--- src/rtl/ps2_rx_arbiter_pkg.sv ---
// Shared definitions for the PS/2 receive arbiter: source tags, default FIFO depth,
// output-stage state encoding and the round-robin pick.
package ps2_rx_arbiter_pkg;

    localparam logic SRC_MOUSE     = 1'b0;
    localparam logic SRC_KBD       = 1'b1;
    localparam int   DEFAULT_DEPTH = 4;

    typedef enum logic {
        OUT_EMPTY = 1'b0,
        OUT_FULL  = 1'b1
    } out_state_e;

    // With both heads available the channel not granted last wins; otherwise the only one present.
    function automatic logic rr_pick(input logic [1:0] nonempty, input logic last_grant);
        logic pick;
        if (&nonempty) begin
            pick = ~last_grant;
        end else if (nonempty[SRC_KBD]) begin
            pick = SRC_KBD;
        end else begin
            pick = SRC_MOUSE;
        end
        return pick;
    endfunction

endpackage

--- src/rtl/ps2_byte_fifo.sv ---
// 8-bit synchronous show-ahead FIFO: dout always presents the head entry while not empty.
module ps2_byte_fifo
    import ps2_rx_arbiter_pkg::*;
#(
    parameter int DEPTH = DEFAULT_DEPTH,
    parameter int AW    = $clog2(DEPTH)
) (
    input  logic          clk,
    input  logic          rst_n,
    input  logic          wr,
    input  logic [7:0]    din,
    input  logic          rd,
    output logic [7:0]    dout,
    output logic [AW:0]   cnt,
    output logic          full,
    output logic          empty
);

    localparam logic [AW:0] FULL_CNT = (AW + 1)'(DEPTH);

    logic [7:0]    r_mem [DEPTH];
    logic [AW-1:0] r_wr_ptr;
    logic [AW-1:0] r_rd_ptr;
    logic [AW:0]   r_cnt;
    logic          w_do_wr;
    logic          w_do_rd;

    assign full    = (r_cnt == FULL_CNT);
    assign empty   = (r_cnt == '0);
    assign cnt     = r_cnt;
    assign dout    = r_mem[r_rd_ptr];
    assign w_do_wr = wr & ~full;
    assign w_do_rd = rd & ~empty;

    // Storage is left unreset so it can map onto distributed RAM.
    always_ff @(posedge clk) begin
        if (w_do_wr) begin
            r_mem[r_wr_ptr] <= din;
        end
    end

    always_ff @(posedge clk or negedge rst_n) begin
        if (!rst_n) begin
            r_wr_ptr <= '0;
            r_rd_ptr <= '0;
            r_cnt    <= '0;
        end else begin
            if (w_do_wr) begin
                r_wr_ptr <= r_wr_ptr + AW'(1);
            end
            if (w_do_rd) begin
                r_rd_ptr <= r_rd_ptr + AW'(1);
            end
            case ({w_do_wr, w_do_rd})
                2'b10:   r_cnt <= r_cnt + (AW + 1)'(1);
                2'b01:   r_cnt <= r_cnt - (AW + 1)'(1);
                default: r_cnt <= r_cnt;
            endcase
        end
    end

endmodule

--- src/rtl/ps2_rx_arbiter.sv ---
// Merges the mouse and keyboard PS/2 receive streams onto one registered valid/ready
// byte port, with per-channel buffering, round-robin selection and overflow flags.
module ps2_rx_arbiter
    import ps2_rx_arbiter_pkg::*;
#(
    parameter int DEPTH = DEFAULT_DEPTH,
    parameter int AW    = $clog2(DEPTH)
) (
    input  logic       clk,
    input  logic       rst_n,
    input  logic [1:0] rda,
    input  logic [7:0] rx_data0,
    input  logic [7:0] rx_data1,
    input  logic [1:0] sw_en,
    output logic [1:0] rx_en,
    output logic       out_valid,
    input  logic       out_ready,
    output logic [7:0] out_data,
    output logic       out_src,
    output logic [1:0] ovf,
    input  logic [1:0] ovf_clr
);

    localparam logic [AW:0] FULL_CNT = (AW + 1)'(DEPTH);

    logic [7:0]  w_din  [2];
    logic [7:0]  w_head [2];
    logic [AW:0] w_cnt  [2];
    logic [1:0]  w_full;
    logic [1:0]  w_empty;
    logic [1:0]  w_pop;
    logic        w_load;
    logic        w_any;
    logic        w_grant;

    out_state_e  r_state;
    logic        r_last_grant;
    logic [7:0]  r_out_data;
    logic        r_out_src;

    assign w_din[0] = rx_data0;
    assign w_din[1] = rx_data1;

    generate
        for (genvar gi = 0; gi < 2; gi++) begin : g_chan
            logic r_rx_en;
            logic r_ovf;

            ps2_byte_fifo #(
                .DEPTH (DEPTH),
                .AW    (AW)
            ) u_fifo (
                .clk   (clk),
                .rst_n (rst_n),
                .wr    (rda[gi]),
                .din   (w_din[gi]),
                .rd    (w_pop[gi]),
                .dout  (w_head[gi]),
                .cnt   (w_cnt[gi]),
                .full  (w_full[gi]),
                .empty (w_empty[gi])
            );

            assign w_pop[gi] = w_load & w_any & (w_grant == 1'(gi));

            // Fullness is judged on the registered count, so a same-cycle pop never makes room.
            always_ff @(posedge clk or negedge rst_n) begin
                if (!rst_n) begin
                    r_rx_en <= 1'b0;
                    r_ovf   <= 1'b0;
                end else begin
                    r_rx_en <= sw_en[gi] & (w_cnt[gi] < FULL_CNT);
                    if (rda[gi] & w_full[gi]) begin
                        r_ovf <= 1'b1;
                    end else if (ovf_clr[gi]) begin
                        r_ovf <= 1'b0;
                    end
                end
            end

            assign rx_en[gi] = r_rx_en;
            assign ovf[gi]   = r_ovf;
        end
    endgenerate

    assign w_any   = ~&w_empty;
    assign w_grant = rr_pick(~w_empty, r_last_grant);
    assign w_load  = (r_state == OUT_EMPTY) | out_ready;

    always_ff @(posedge clk or negedge rst_n) begin
        if (!rst_n) begin
            r_state      <= OUT_EMPTY;
            r_last_grant <= SRC_MOUSE;
            r_out_data   <= 8'h00;
            r_out_src    <= SRC_MOUSE;
        end else begin
            case (r_state)
                OUT_EMPTY: begin
                    if (w_any) begin
                        r_state      <= OUT_FULL;
                        r_out_data   <= w_head[w_grant];
                        r_out_src    <= w_grant;
                        r_last_grant <= w_grant;
                    end
                end
                OUT_FULL: begin
                    if (out_ready) begin
                        if (w_any) begin
                            r_out_data   <= w_head[w_grant];
                            r_out_src    <= w_grant;
                            r_last_grant <= w_grant;
                        end else begin
                            r_state <= OUT_EMPTY;
                        end
                    end
                end
                default: r_state <= OUT_EMPTY;
            endcase
        end
    end

    assign out_valid = (r_state == OUT_FULL);
    assign out_data  = r_out_data;
    assign out_src   = r_out_src;

endmodule

--- config.mk ---
export PLATFORM = sky130hd
export DESIGN_NAME = ps2_rx_arbiter
export DESIGN_NICKNAME = d
export VERILOG_FILES = /design/src/rtl/ps2_rx_arbiter_pkg.sv /design/src/rtl/ps2_byte_fifo.sv /design/src/rtl/ps2_rx_arbiter.sv
export SDC_FILE = /design/constraint.sdc
export NUM_CORES = 1
export LEC_CHECK = 0
export ABC_AREA = 1
export CORE_UTILIZATION = 45
export DETAILED_ROUTE_END_ITERATION = 10
export PLACE_DENSITY = 0.65
export SKIP_CTS_REPAIR_TIMING = 1
export SLEW_MARGIN = 20
export SYNTH_ARGS = -nofsm -noshare
export SYNTH_HDL_FRONTEND = slang
export SYNTH_HIERARCHICAL = 1
export SYNTH_SLANG_ARGS = --single-unit
export TNS_END_PERCENT = 20
--- constraint.sdc ---
create_clock -name clk -period 2.9 [get_ports clk]
set_input_delay 0.87 -clock clk [delete_from_list [all_inputs] [get_ports clk]]
set_output_delay 0.87 -clock clk [all_outputs]
set_load 0.02 [all_outputs]
After elaboration in Yosys (flattened, before gate mapping)
Memories as Yosys holds them, arrays and structs flattened.
Cells that the tools add are included.

word-level totals
  register bits = 29
  memories = 2
  word-level logic and storage cells = 91
  output and inout port bits = 14
  RAM bits = 64

memory list
  memory                  depth  bits a word  read ports  clocked after memory_dff  wr ports  line                 RTL
  g_chan[0].u_fifo.r_mem  4      8            1           0                         1         ps2_byte_fifo.sv:21  logic [7:0] r_mem [DEPTH];
  g_chan[1].u_fifo.r_mem  4      8            1           0                         1         ps2_byte_fifo.sv:21

cells by class
  bitwise gates (word level) = 21
  multiplexer cells = 27
  equal/unequal tests = 7
  magnitude comparators = 3
  reductions and logical operators = 9
  add/sub/neg operators = 8

operators with widths
  operator                                              number
  2-to-1 mux 8 bit                                      5
  2-to-1 mux 1 bit                                      16
  case mux 8 bit (2 select lines)                       1
  case mux 3 bit (2 select lines)                       2
  bitwise AND 1 bit                                     11
  adder 2 x 1 -> 2 bit (second input constant)          4
  nonzero test 2 bit                                    4
  inverter 1 bit                                        7
  adder 3 x 1 -> 3 bit (second input constant)          2
  equality test 3 bit (second input constant)           2
  zero test 3 bit                                       2
  less-than comparator 3 bit (second input constant)    2
  case mux 1 bit (2 select lines)                       3
  subtractor 3 x 1 -> 3 bit (second input constant)     2
  equality test 2 x 1 -> 1 bit (second input constant)  2
  equality test 2 bit (second input constant)           2
  AND reduction 2 bit                                   2
  >= comparator 2 bit (second input constant)           1
  inequality test 2 bit (second input constant)         1
  inverter 1 -> 2 bit                                   1
  inverter 2 bit                                        1
  zero test 1 bit                                       1
  OR 1 bit                                              1

Longest topological paths before layout
  depth after elaboration = 11
  gate-level depth with buffers = 19

Modules after synthesis
The synthesis kept the hierarchy.

modules (own cells, without submodules)
  module          sequential area each (µm²)  area each (µm²)  cells an instance  instances
  ps2_byte_fifo   1,136.1                     1,741.7          154                2
  ps2_rx_arbiter  350.3                       686.9            80                 1

Worst setup path before layout
OpenSTA, ideal clock, no wires.

  path kind = input-to-reg
  from = input port out_ready
  to = register g_chan[0].u_fifo.r_cnt[2]
  cell stages on the path = 13
  buffers on the path = 0
  path slack = 577 ps
  library setup time = 117 ps
  arrival = 2,206 ps
  path through = inv_1 -> nand2_1 -> nand2_2 -> nor2_1 -> nand2_1 -> inv_1 -> ha_1 -> inv_1 -> fa_1 -> nand2_1 -> nand3_1 -> nand2_1 -> nand2_1

between the ends
  cells in the longest elaborated chain, start to end = 6
  elaborated cells on any way between the ends = 8

RTL lines
  what                                                                          line                  RTL
  start, declared                                                               ps2_rx_arbiter.sv:17  input logic out_ready,
  OR 1 bit (*)                                                                  ps2_rx_arbiter.sv:88  assign w_load = (r_state == OUT_EMPTY) | out_ready;
  bitwise AND 1 bit (*) (2 in a row)                                            ps2_rx_arbiter.sv:64  assign w_pop[gi] = w_load & w_any & (w_grant == 1'(gi));
  via w_pop[0]                                                                  ps2_rx_arbiter.sv:31  logic [1:0] w_pop;
  bitwise AND 1 bit (*)                                                         ps2_byte_fifo.sv:33   assign w_do_rd = rd & ~empty;
  via g_chan[0].u_fifo.w_do_rd                                                  ps2_byte_fifo.sv:26   logic w_do_rd;
  equality test 2 x 1 -> 1 bit / equality test 2 bit (equally long branches)    ps2_byte_fifo.sv:54   case ({w_do_wr, w_do_rd})
  case mux 3 bit (2 select lines) / nonzero test 2 bit (equally long branches)  -
  end signal, assigned                                                          ps2_byte_fifo.sv:55   2'b10: r_cnt <= r_cnt + (AW + 1)'(1);
  end signal, assigned                                                          ps2_byte_fifo.sv:56   2'b01: r_cnt <= r_cnt - (AW + 1)'(1);
  end signal, assigned                                                          ps2_byte_fifo.sv:57   default: r_cnt <= r_cnt;
  end, declared                                                                 ps2_byte_fifo.sv:24   logic [AW:0] r_cnt;

The timed path passes the listed nets; every way through them passes the cells marked *.
A chain may end at the register's enable or synchronous reset.

Worst setup path after layout
  from = input port out_ready
  to = register g_chan[1].u_fifo.r_cnt[2]

between the ends
  cells in the longest elaborated chain, start to end = 6
  elaborated cells on any way between the ends = 8

RTL lines
  what                                                                          line
  OR 1 bit (*)                                                                  ps2_rx_arbiter.sv:88
  bitwise AND 1 bit (*) (2 in a row)                                            ps2_rx_arbiter.sv:64
  via w_pop[1]                                                                  ps2_rx_arbiter.sv:31
  bitwise AND 1 bit (*)                                                         ps2_byte_fifo.sv:33
  via g_chan[1].u_fifo.w_do_rd                                                  ps2_byte_fifo.sv:26
  equality test 2 x 1 -> 1 bit / equality test 2 bit (equally long branches)    ps2_byte_fifo.sv:54
  case mux 3 bit (2 select lines) / nonzero test 2 bit (equally long branches)  -
  end signal, assigned                                                          ps2_byte_fifo.sv:55
  end signal, assigned                                                          ps2_byte_fifo.sv:56
  end signal, assigned                                                          ps2_byte_fifo.sv:57
  end, declared                                                                 ps2_byte_fifo.sv:24

Marked as above.

==> results.json <==
{
  "status": "complete, no violations",
  "endpoint_kind": "register",
  "port_buffers": 38,
  "grt_start_max_net_pins": 35,
  "avgSynthCellArea_um2": 10.7,
  "antenna_found_initial": 0,
  "vias_per_cell": 4.91,
  "irDropWorstVdd_mv": 0.416,
  "syn_nets": 425,
  "gp_congestion": 0.771,
  "num_rows": 34,
  "overflow": 0,
  "syn_inst": 388,
  "start_util": 0.471,
  "worst_path_max_delay_cell": "clkdlybuf4s50_1",
  "dpl_cell_area_mm2": 0.00466,
  "finalPower_w": 0.00469,
  "fp.dieH_um": 98.3,
  "hold_ws_ns": 0.480,
  "rsz0062_at_grt": "no",
  "fmax_ghz": 0.392,
  "pin_count": 39,
  "num_antenna_cells": 0,
  "htreeDepth": 3,
  "synth_area_mm2": 0.00417,
  "vias": 2699,
  "die_w_um": 98.3,
  "worstMarginPinSlew_ns": 0.539,
  "total_leakage_power_nw": 2.15,
  "routedWlPerCell_um": 13.3,
  "die_area_mm2": 0.00966,
  "worstPathMaxFanout": 3,
  "hold_viol": 0,
  "grt_pass1_wl_um": 12100,
  "max_slew_margin": 0.640,
  "grt_util_all_layers": 0.164,
  "cp_cell_sequence": "clkdlybuf4s50_1 > inv_1 > nand2_1 > nand2_1 > inv_1 > nand2_1 > inv_1 > ha_1 > inv_1 > fa_1 > nand2_1 > nand3_1 > nand2_1 > nand2_1",
  "final-max-slew-violation-count": 0,
  "dpl.hpwl_um": 4980,
  "drt-initial-drc-count": 137,
  "crit_path_start_kind": "input pin",
  "regToRegSetupSlack_ns": 0.35,
  "drive_gt1_frac": 0.0950,
  "setup_violations": 0,
  "cts_tree": "built",
  "synth.distinct_cells": 21,
  "powerDensity_mw_per_mm2": 966,
  "worst_ep_required_time_ns": 3.14,
  "drc": 0,
  "clockBufferDepth": 2,
  "first_pass_iters": 6,
  "totalWireLength_um": 7300,
  "nNetsFinal": 474,
  "yosysWarnings": 6,
  "clk_latency_ns": 0.35,
  "max_stage_delay_ns": 0.48,
  "nFillCells": 773,
  "cap_violations": 0,
  "placeableCoreArea_mm2": 0.00885,
  "ys_seq_area_frac": 0.629,
  "hold_class": "reg -> reg",
  "root_buffer": "clkbuf_8",
  "min_period_ns": 2.55,
  "cts_made_buffers": 9,
  "skew_ns": 0.00843,
  "ant_nets": 0,
  "grt_pass1_vias": 2543,
  "cpMostUsedCell": "nand2_1",
  "yosys_register_bits": 92,
  "tns_ns": 0,
  "area_growth_pct": 16.5,
  "worst-setup-path-type": "in -> reg",
  "postLayoutCellArea_mm2": 0.00486,
  "cts.sinks": 92,
  "clk_pin_slew_ns": 0.08,
  "crit_arrival_ns": 2.80,
  "min_period_over_period": 0.880
}
report_power, final:
group | internal, W | switching (W) | total [W]
sequential | 0.00179 | 0.000214 | 0.00200
combinational | 0.000699 | 0.00115 | 0.00184
clock | 0.000401 | 0.000448 | 0.000849
stage by stage:
step	setup WS [ns]	util	instances
6_report	0.347	0.549	550
5_1_grt	0.0618	0.549	550
4_1_cts	0.366	0.549	550
3_5_place_dp	0.0137	0.526	534
3_3_place_gp	0.0508	0.526	534
2_1_floorplan	0.577	-	388
Yosys cell counts:
cell	n	area (um^2)
buf_6	4	45.0
nand2_1	97	364
nand2_4	2	22.5
o21ai_0	4	20.0
fa_1	2	40.0
clkbuf_8	2	27.5
dfrtp_1	28	701
nand3_1	28	140
edfxtp_1	64	1920
xnor2_1	2	17.5
nand4_1	10	62.6
ha_1	10	125
nand2_2	4	25.0
clkinv_1	2	7.51
buf_4	7	52.6
inv_2	5	18.8
inv_1	70	263
o211ai_1	32	240
nor2_1	12	45.0
nor2_4	1	11.3
nand3_2	2	20.0
sequential cells by signal, summed over array words and instances (netlist names):
| name | count |
|---|---|
| g_chan.u_fifo/cnt | 6 |
| out_valid | 1 |
| r_last_grant | 1 |
| g_chan.u_fifo/r_mem | 64 |
| g_chan.u_fifo/r_wr_ptr | 4 |
| g_chan.r_rx_en | 2 |
| g_chan.r_ovf | 2 |
| g_chan.u_fifo/r_rd_ptr | 4 |
| out_data | 8 |
worst max-delay path, delay by kind of cell:
| kind | cells | cell delay (ns) |
|---|---|---|
| buffers and inverters | 5 | 0.75 |
| and+or+nand+nor | 7 | 0.62 |
| adders and majority gates | 2 | 0.55 |
kinds of logic after synthesis:
logic type / after synthesis / share of synthesized area
AO/OA/AOI/OAI: 36 / 0.0624
XOR/XNOR: 2 / 0.00420
adder cells (fa/ha/maj): 12 / 0.0396
buffers and inverters: 90 / 0.0993
flip-flops: 92 / 0.629
AND/OR/NAND/NOR: 156 / 0.166
per-layer routing:
layer	wire length [um]	share of wire	global-route usage	up-vias
met5	0	0	0	-
met4	97	0.013	0.0620	0
met3	323	0.044	0.0379	8
met2	3260	0.45	0.250	58
met1	3610	0.50	0.230	1259
li1	-	-	-	1374
cell type report:
| type | instances | area [um^2] | share of cell area |
|---|---|---|---|
| Sequential cell | 92 | 2620 | 0.540 |
| Tap cell | 108 | 135 | 0.0278 |
| Clock inverter | 7 | 75.1 | 0.0155 |
| Clock buffer | 9 | 124 | 0.0255 |
| Inverter | 77 | 289 | 0.0595 |
| Timing Repair Buffer | 51 | 478 | 0.0984 |
| Multi-Input combinational cell | 206 | 1130 | 0.233 |
placed cells by master (no fill, tap or decap), drive strengths merged, types with 4 or more instances in the layout:
cell and instances:
nand2 103, nand3 30, nand4 10, edfxtp 64
dfrtp 28, ha 10, clkdlybuf4s50 38, inv 76
clkbuf 9, nor2 13, clkinv 5, o211ai 32
buf 13, o21ai 4
worst paths after layout:
| check | from | end | cells past startpoint |
|---|---|---|---|
| min in group asynchronous | rst_n | g_chan[1].u_fifo/r_wr_ptr[0]$_DFFE_PN0P_ | 2 |
| hold / removal | g_chan[0].u_fifo/cnt[0]$_DFFE_PN0P_ | g_chan[0].u_fifo/cnt[0]$_DFFE_PN0P_ | 1 |
| max in group asynchronous | rst_n | g_chan[1].u_fifo/r_rd_ptr[0]$_DFFE_PN0P_ | 2 |
| setup reg to reg | g_chan[0].u_fifo/cnt[1]$_DFFE_PN0P_ | g_chan[1].u_fifo/cnt[2]$_DFFE_PN0P_ | 18 |
| setup / recovery | out_ready | g_chan[1].u_fifo/cnt[2]$_DFFE_PN0P_ | 14 |
| hold reg to reg | g_chan[0].u_fifo/cnt[0]$_DFFE_PN0P_ | g_chan[0].u_fifo/cnt[0]$_DFFE_PN0P_ | 1 |
(Power assumes the default switching activity.)
